==> config.mk <==
export PLATFORM = sky130hd
export DESIGN_NAME = updown_sweep_ctrl
export DESIGN_NICKNAME = d
export VERILOG_FILES = /design/src/rtl/updown_sweep_ctrl.sv
export SDC_FILE = /design/constraint.sdc
export NUM_CORES = 1
export LEC_CHECK = 0
export CELL_PAD_IN_SITES_DETAIL_PLACEMENT = 0
export CELL_PAD_IN_SITES_GLOBAL_PLACEMENT = 1
export CORE_MARGIN = 10
export CORE_UTILIZATION = 39
export CTS_CLUSTER_DIAMETER = 80
export CTS_CLUSTER_SIZE = 24
export DETAILED_ROUTE_END_ITERATION = 10
export GPL_TIMING_DRIVEN = 0
export PLACE_DENSITY = 0.8
export SYNTH_ARGS = -nofsm -noshare
export SYNTH_HDL_FRONTEND = slang
export SYNTH_SLANG_ARGS = --single-unit
==> constraint.sdc <==
create_clock -name clk -period 2.9 [get_ports clk]
set_input_delay 0.58 -clock clk [delete_from_list [all_inputs] [get_ports clk]]
set_output_delay 0.58 -clock clk [all_outputs]
set_load 0.05 [all_outputs]
==> src/rtl/updown_sweep_ctrl.sv <==
// updown_sweep_ctrl: runs a T-flip-flop up/down counter from lo to hi and back
// for a commanded number of sweeps. It supports pause and abort, and signals
// completion with a one-cycle done pulse and rejection with a one-cycle err pulse.
//
// state | meaning
// IDLE  | waiting for a command, cmd_ready high
// UP    | counting toward hi
// DOWN  | counting toward lo, turns around or finishes at lo
module updown_sweep_ctrl #(
  parameter int WIDTH   = 4,
  parameter int SWEEP_W = 4
) (
  input  logic               clk,
  input  logic               rst_n,
  input  logic               cmd_valid,
  output logic               cmd_ready,
  input  logic [WIDTH-1:0]   cmd_lo,
  input  logic [WIDTH-1:0]   cmd_hi,
  input  logic [SWEEP_W-1:0] cmd_sweeps,
  input  logic               pause,
  input  logic               abort,
  output logic [WIDTH-1:0]   count,
  output logic               dir,
  output logic               busy,
  output logic [SWEEP_W-1:0] sweeps_left,
  output logic               done,
  output logic               err
);

  typedef enum logic [1:0] {
    IDLE = 2'd0,
    UP   = 2'd1,
    DOWN = 2'd2
  } state_t;

  state_t             state_q, state_d;
  logic [WIDTH-1:0]   count_q, count_d;
  logic [WIDTH-1:0]   lo_q, lo_d;
  logic [WIDTH-1:0]   hi_q, hi_d;
  logic [SWEEP_W-1:0] sweeps_left_q, sweeps_left_d;
  logic               dir_q, dir_d;
  logic               done_q, done_d;
  logic               err_q, err_d;

  logic               step_en;
  logic               load;
  logic [WIDTH-1:0]   tog;

  // T-flip-flop toggle enables. The step direction is the next-cycle mode, so
  // the turn-around step at hi is already a down step.
  always_comb begin : tff_chain
    logic up_c;
    logic dn_c;
    up_c = 1'b1;
    dn_c = 1'b1;
    tog  = '0;
    for (int i = 0; i < WIDTH; i++) begin
      tog[i] = step_en & (dir_d ? dn_c : up_c);
      up_c   = up_c & count_q[i];
      dn_c   = dn_c & ~count_q[i];
    end
  end

  // Counter next value: the parallel load of lo, otherwise the toggled chain.
  always_comb begin
    count_d = load ? cmd_lo : (count_q ^ tog);
  end

  // Next-state logic with step, load and pulse decisions.
  always_comb begin
    state_d       = state_q;
    lo_d          = lo_q;
    hi_d          = hi_q;
    sweeps_left_d = sweeps_left_q;
    dir_d         = dir_q;
    done_d        = 1'b0;
    err_d         = 1'b0;
    step_en       = 1'b0;
    load          = 1'b0;
    case (state_q)
      IDLE: begin
        if (cmd_valid) begin
          if ((cmd_lo >= cmd_hi) || (cmd_sweeps == '0)) begin
            err_d = 1'b1;
          end else begin
            lo_d          = cmd_lo;
            hi_d          = cmd_hi;
            load          = 1'b1;
            sweeps_left_d = cmd_sweeps;
            dir_d         = 1'b0;
            state_d       = UP;
          end
        end
      end
      UP: begin
        if (abort) begin
          state_d       = IDLE;
          dir_d         = 1'b0;
          sweeps_left_d = '0;
        end else if (!pause) begin
          step_en = 1'b1;
          if (count_q == hi_q) begin
            dir_d   = 1'b1;
            state_d = DOWN;
          end
        end
      end
      DOWN: begin
        if (abort) begin
          state_d       = IDLE;
          dir_d         = 1'b0;
          sweeps_left_d = '0;
        end else if (!pause) begin
          if (count_q > lo_q) begin
            step_en = 1'b1;
          end else if (sweeps_left_q > SWEEP_W'(1)) begin
            sweeps_left_d = sweeps_left_q - SWEEP_W'(1);
            dir_d         = 1'b0;
            step_en       = 1'b1;
            state_d       = UP;
          end else begin
            sweeps_left_d = '0;
            dir_d         = 1'b0;
            done_d        = 1'b1;
            state_d       = IDLE;
          end
        end
      end
      default: begin
        state_d = IDLE;
      end
    endcase
  end

  // State and datapath registers.
  always_ff @(posedge clk or negedge rst_n) begin
    if (!rst_n) begin
      state_q       <= IDLE;
      count_q       <= '0;
      lo_q          <= '0;
      hi_q          <= '0;
      sweeps_left_q <= '0;
      dir_q         <= 1'b0;
      done_q        <= 1'b0;
      err_q         <= 1'b0;
    end else begin
      state_q       <= state_d;
      count_q       <= count_d;
      lo_q          <= lo_d;
      hi_q          <= hi_d;
      sweeps_left_q <= sweeps_left_d;
      dir_q         <= dir_d;
      done_q        <= done_d;
      err_q         <= err_d;
    end
  end

  assign cmd_ready   = (state_q == IDLE);
  assign busy        = (state_q == UP) || (state_q == DOWN);
  assign count       = count_q;
  assign dir         = dir_q;
  assign sweeps_left = sweeps_left_q;
  assign done        = done_q;
  assign err         = err_q;

endmodule

==> results.txt <==
* Average size of a mapped cell: 9.09 um2
- Of all nets on the critical path, the largest fanout is 3.
- Final Non-Filler Cells: 250
- The top cell type by area accounts for 34.4% of the synthesized area.
- Required time of the critical path: 3.08 ns
- Chip height: 82.6 um
* Routability congestion estimate: 0.824
- Tightest slew margin relative to the limit: 33.7%
- Via count of the first global-routing pass: 1412
* Endpoints failing setup: 0
* Area leader, netlist: sky130_fd_sc_hd__dfrtp_1
- Yosys mapped a number of flops with a built-in enable equal to 0.
* CP Launch Point: cmd_hi[2]
- Counting every instance in the synthesized netlist gives 168.
- Total die area: 6820 um2
- Dividing the detail-routed wire length by the instance count gives 15.1 um.
- Global routing finished with a remaining overflow of 0.
* Max-cap check violation count: 0
* Input/output buffers: 29
- Antenna violations before repair: 0
- Across every metal layer, demand over resource in global routing totals 11.7%.
- Footprint of the multi-input gates: 905 um2
- Die X-Extent: 82.6 um
- CORE AREA: 3720 um2
- Launching point of the worst reg2reg path: count[1]
* Worst hold margin: 0.532 ns
- At the end of the flow, the number of nets in the layout was 234.
- Clock-pin slew reported for the worst setup and hold paths after clock tree synthesis: 0.08 ns
* Crit path time final: 2.73 ns
* Relative area change from synthesis to final layout: 28.6%
- The flow ran to the end, and the final reports show no timing, DRC or antenna violations.
* Largest net degree at the start of global routing: 22
* Mapped cell area: 1530 um2
- The finished cells cover 1960 um2.
- Most used flip-flop cell after synthesis: sky130_fd_sc_hd__dfrtp_1
- At the later pin of the worst-skew pair, clock insertion delay measures 0.26 ns.
- The first detailed-routing pass ran for 4 iterations.
- Fill cells in the final layout number 378.
* Number of distinct library cell variants in the gate-level netlist after synthesis: 54
- Share of final-layout standard cells stronger than drive strength 1: 13.9%
- Leak pwr: 0.865 nW
- Row cnt: 22
* Async SR Flop Fraction: 100%
- The final route contains 1353 vias.
- Global-route wire length before repair: 6340 um
* Type of the worst min-delay path: reg -> reg
- Data arrives at the worst endpoint at 2.91 ns.
- The critical path ends at count[3].
* Final clock period utilization by the worst path: 94.1%
- Counting flops and latches in the post-synthesis netlist gives 21.
- Final clock skew: 0.00207 ns
- In this run the critical register-to-register path is captured at count[3].
* Num ports: 30
- Half-perimeter wire length after placement: 3060 um
- TritonCTS built the clock tree.
- RSZ-0062 raised after global routing: no
- The count of nets left with antenna violations once routing finished came out at 0.
- The root buffer cell chosen for the clock tree is sky130_fd_sc_hd__clkbuf_8.
* CP peak stage delay: 0.48 ns
- Nets in the synthesized netlist: 199
- Number of cell instances on the worst register-to-register path: 9
- Total detailed-routing wirelength: 3770 um
- The setup check on the worst reg-to-reg path leaves a slack of 0.42 ns.
- Max stage delay cell, worst path: sky130_fd_sc_hd__clkdlybuf4s50_1
- Effective utilization at floorplan: 41.1%
- Static timing analysis puts the maximum clock frequency at 366 MHz.
* DRC violation total after the first TritonRoute iteration: 50
- Remaining routing DRC violations: 0
- Counting tap cells, the placed design contains a total of 245 instances.
- Dominant cells by area after synthesis: sky130_fd_sc_hd__dfrtp_1, sky130_fd_sc_hd__ha_1, sky130_fd_sc_hd__inv_1
- VDD sags by at most 0.434 mV.
- Leaving out fill and tap cells, the most frequent cells in the layout are sky130_fd_sc_hd__clkdlybuf4s50_1, sky130_fd_sc_hd__inv_1, sky130_fd_sc_hd__dfrtp_1.
- CTS built an H-tree with a depth of 1.
- Via/cell ratio: 5.41
- Pins Over Slew Limit: 0
- STA classifies the critical path startpoint as an input pin.
* TritonCTS Buffers: 3
* Number of hold violations in the final report: 0
* Number of buffers on the longest clock path: 2
- Sinks on Clock Net: 21
* Yosys warning count: 0
- By startpoint and endpoint, the worst setup path is classified as in -> reg.
* Total of hold buffers inserted after clock tree synthesis: 0
* Element type at the critical path end: flip-flop
* Seq. cell area: 526 um2
- The signal on the critical path passes through clkdlybuf4s50_1, inv_1, ha_4, a21oi_2, o21ai_2, or4_4, a211oi_4, buf_6, o2111ai_2, and3_4, o31ai_2.
- Power spread over the standard cell area amounts to 975 nW/um2.
- The number of antenna diodes in the final layout is 0.
* Tightest Pin Transition: 0.992 ns
- Sequential elements use 34.4% of the synthesized area.
- The library cell used most frequently in the layout, excluding fill and tap cells, is sky130_fd_sc_hd__clkdlybuf4s50_1.
- The placed instances occupy a cell area of 1880 um2.
==> cells in the mapped netlist (all sizes together), types with 2 or more instances <==
| cell | n |
|---|---|
| a2111oi | 2 |
| a211oi | 3 |
| a21o | 2 |
| a21oi | 6 |
| a22o | 2 |
| buf | 2 |
| clkbuf | 3 |
| dfrtp | 21 |
| ha | 14 |
| inv | 25 |
| mux2 | 4 |
| nand2 | 12 |
| nand2b | 2 |
| nand3 | 4 |
| nand4 | 3 |
| nor2 | 9 |
| nor2b | 3 |
| nor3 | 2 |
| nor4 | 3 |
| nor4b | 2 |
| o2111ai | 2 |
| o21ai | 13 |
| o22ai | 3 |
| o31a | 2 |
| or2 | 2 |
| or3 | 2 |
| or4 | 2 |
| xnor2 | 4 |
==> flip-flops by register name (all words and copies together), names as in the netlist <==
signal	count
count	4
dir	1
done	1
err	1
hi_q	4
lo_q	4
state_q	2
sweeps_left	4
==> timing repair <==
action / in CTS / in global routing
buffers inserted: 2 / 0
gates resized for setup: 4 / 4
cloned: 0 / 0
endpoints found under the setup margin: 6 / 11
pin swaps: 5 / 2
==> worst min-delay path by stage <==
stage	from	endpoint	slack, ns	depth (start not counted)
5_1_grt	hi_q[2]	hi_q[2]	0.57	1
3_3_place_gp	hi_q[0]	hi_q[0]	0.52	1
6_report	hi_q[0]	hi_q[0]	0.53	1
4_1_cts	hi_q[0]	hi_q[0]	0.54	1
2_1_floorplan	rst_n	count[0]	0.28	0
3_5_place_dp	hi_q[0]	hi_q[0]	0.52	1
==> report_power, final <==
group / total, mW / leakage (nW) / internal, mW / switching (mW)
clock: 0.200 / 0.0255 / 0.0960 / 0.104
combinational: 1.19 / 0.578 / 0.486 / 0.705
sequential: 0.523 / 0.262 / 0.410 / 0.114
==> layout make-up <==
type | instances | area share [%]
buffer | 4 | 1.40
clock buffer | 3 | 2.10
clock inverter | 1 | 0.255
inverter | 26 | 4.97
multi-input combinational | 116 | 46.1
sequential | 21 | 26.8
tap | 48 | 3.06
timing repair buffer | 31 | 15.4
==> per-stage QoR <==
stage / util (%) / setup WS (ns) / TNS [ns] / power (mW)
finish: 52.9 / 0.171 / 0 / 1.91
global route: 52.9 / 0.0359 / 0 / 2.08
CTS: 52.4 / 0.0239 / 0 / 1.91
detailed placement: 50.5 / -0.390 / -2.96 / 1.70
global placement: 50.5 / -0.275 / -1.81 / 1.67
floorplan: - / 0.346 / 0 / 1.36
==> layer usage <==
layer | global-route usage (%) | part of all wire [%] | vias up
li1 | - | - | 660
met1 | 14.3 | 43 | 644
met2 | 19.7 | 48 | 43
met3 | 3.24 | 7.7 | 6
met4 | 3.51 | 1.3 | 0
met5 | 0 | 0 | -
==> critical path: cells and delay by family <==
kind / cells / cell delay, ns
AOI/OAI and AO/OA: 5 / 0.80
adders and majority gates: 1 / 0.21
buffers and inverters: 3 / 0.69
and+or+nand+nor: 2 / 0.63
==> kinds of logic (layout without fill, tap and decap cells) <==
kind of cell               Yosys count  after routing  share of synthesized area [%]
adders and majority gates           14             14                           11.5
DFF                                 21             21                           34.4
and+or+nand+nor                     50             50                           18.6
muxes                                5              5                           3.60
AOI/OAI and AO/OA                   42             42                           20.9
xor gates and xnor gates             5              5                           2.87
buffers and inverters               31             65                           8.19
(Power assumes the default switching activity.)
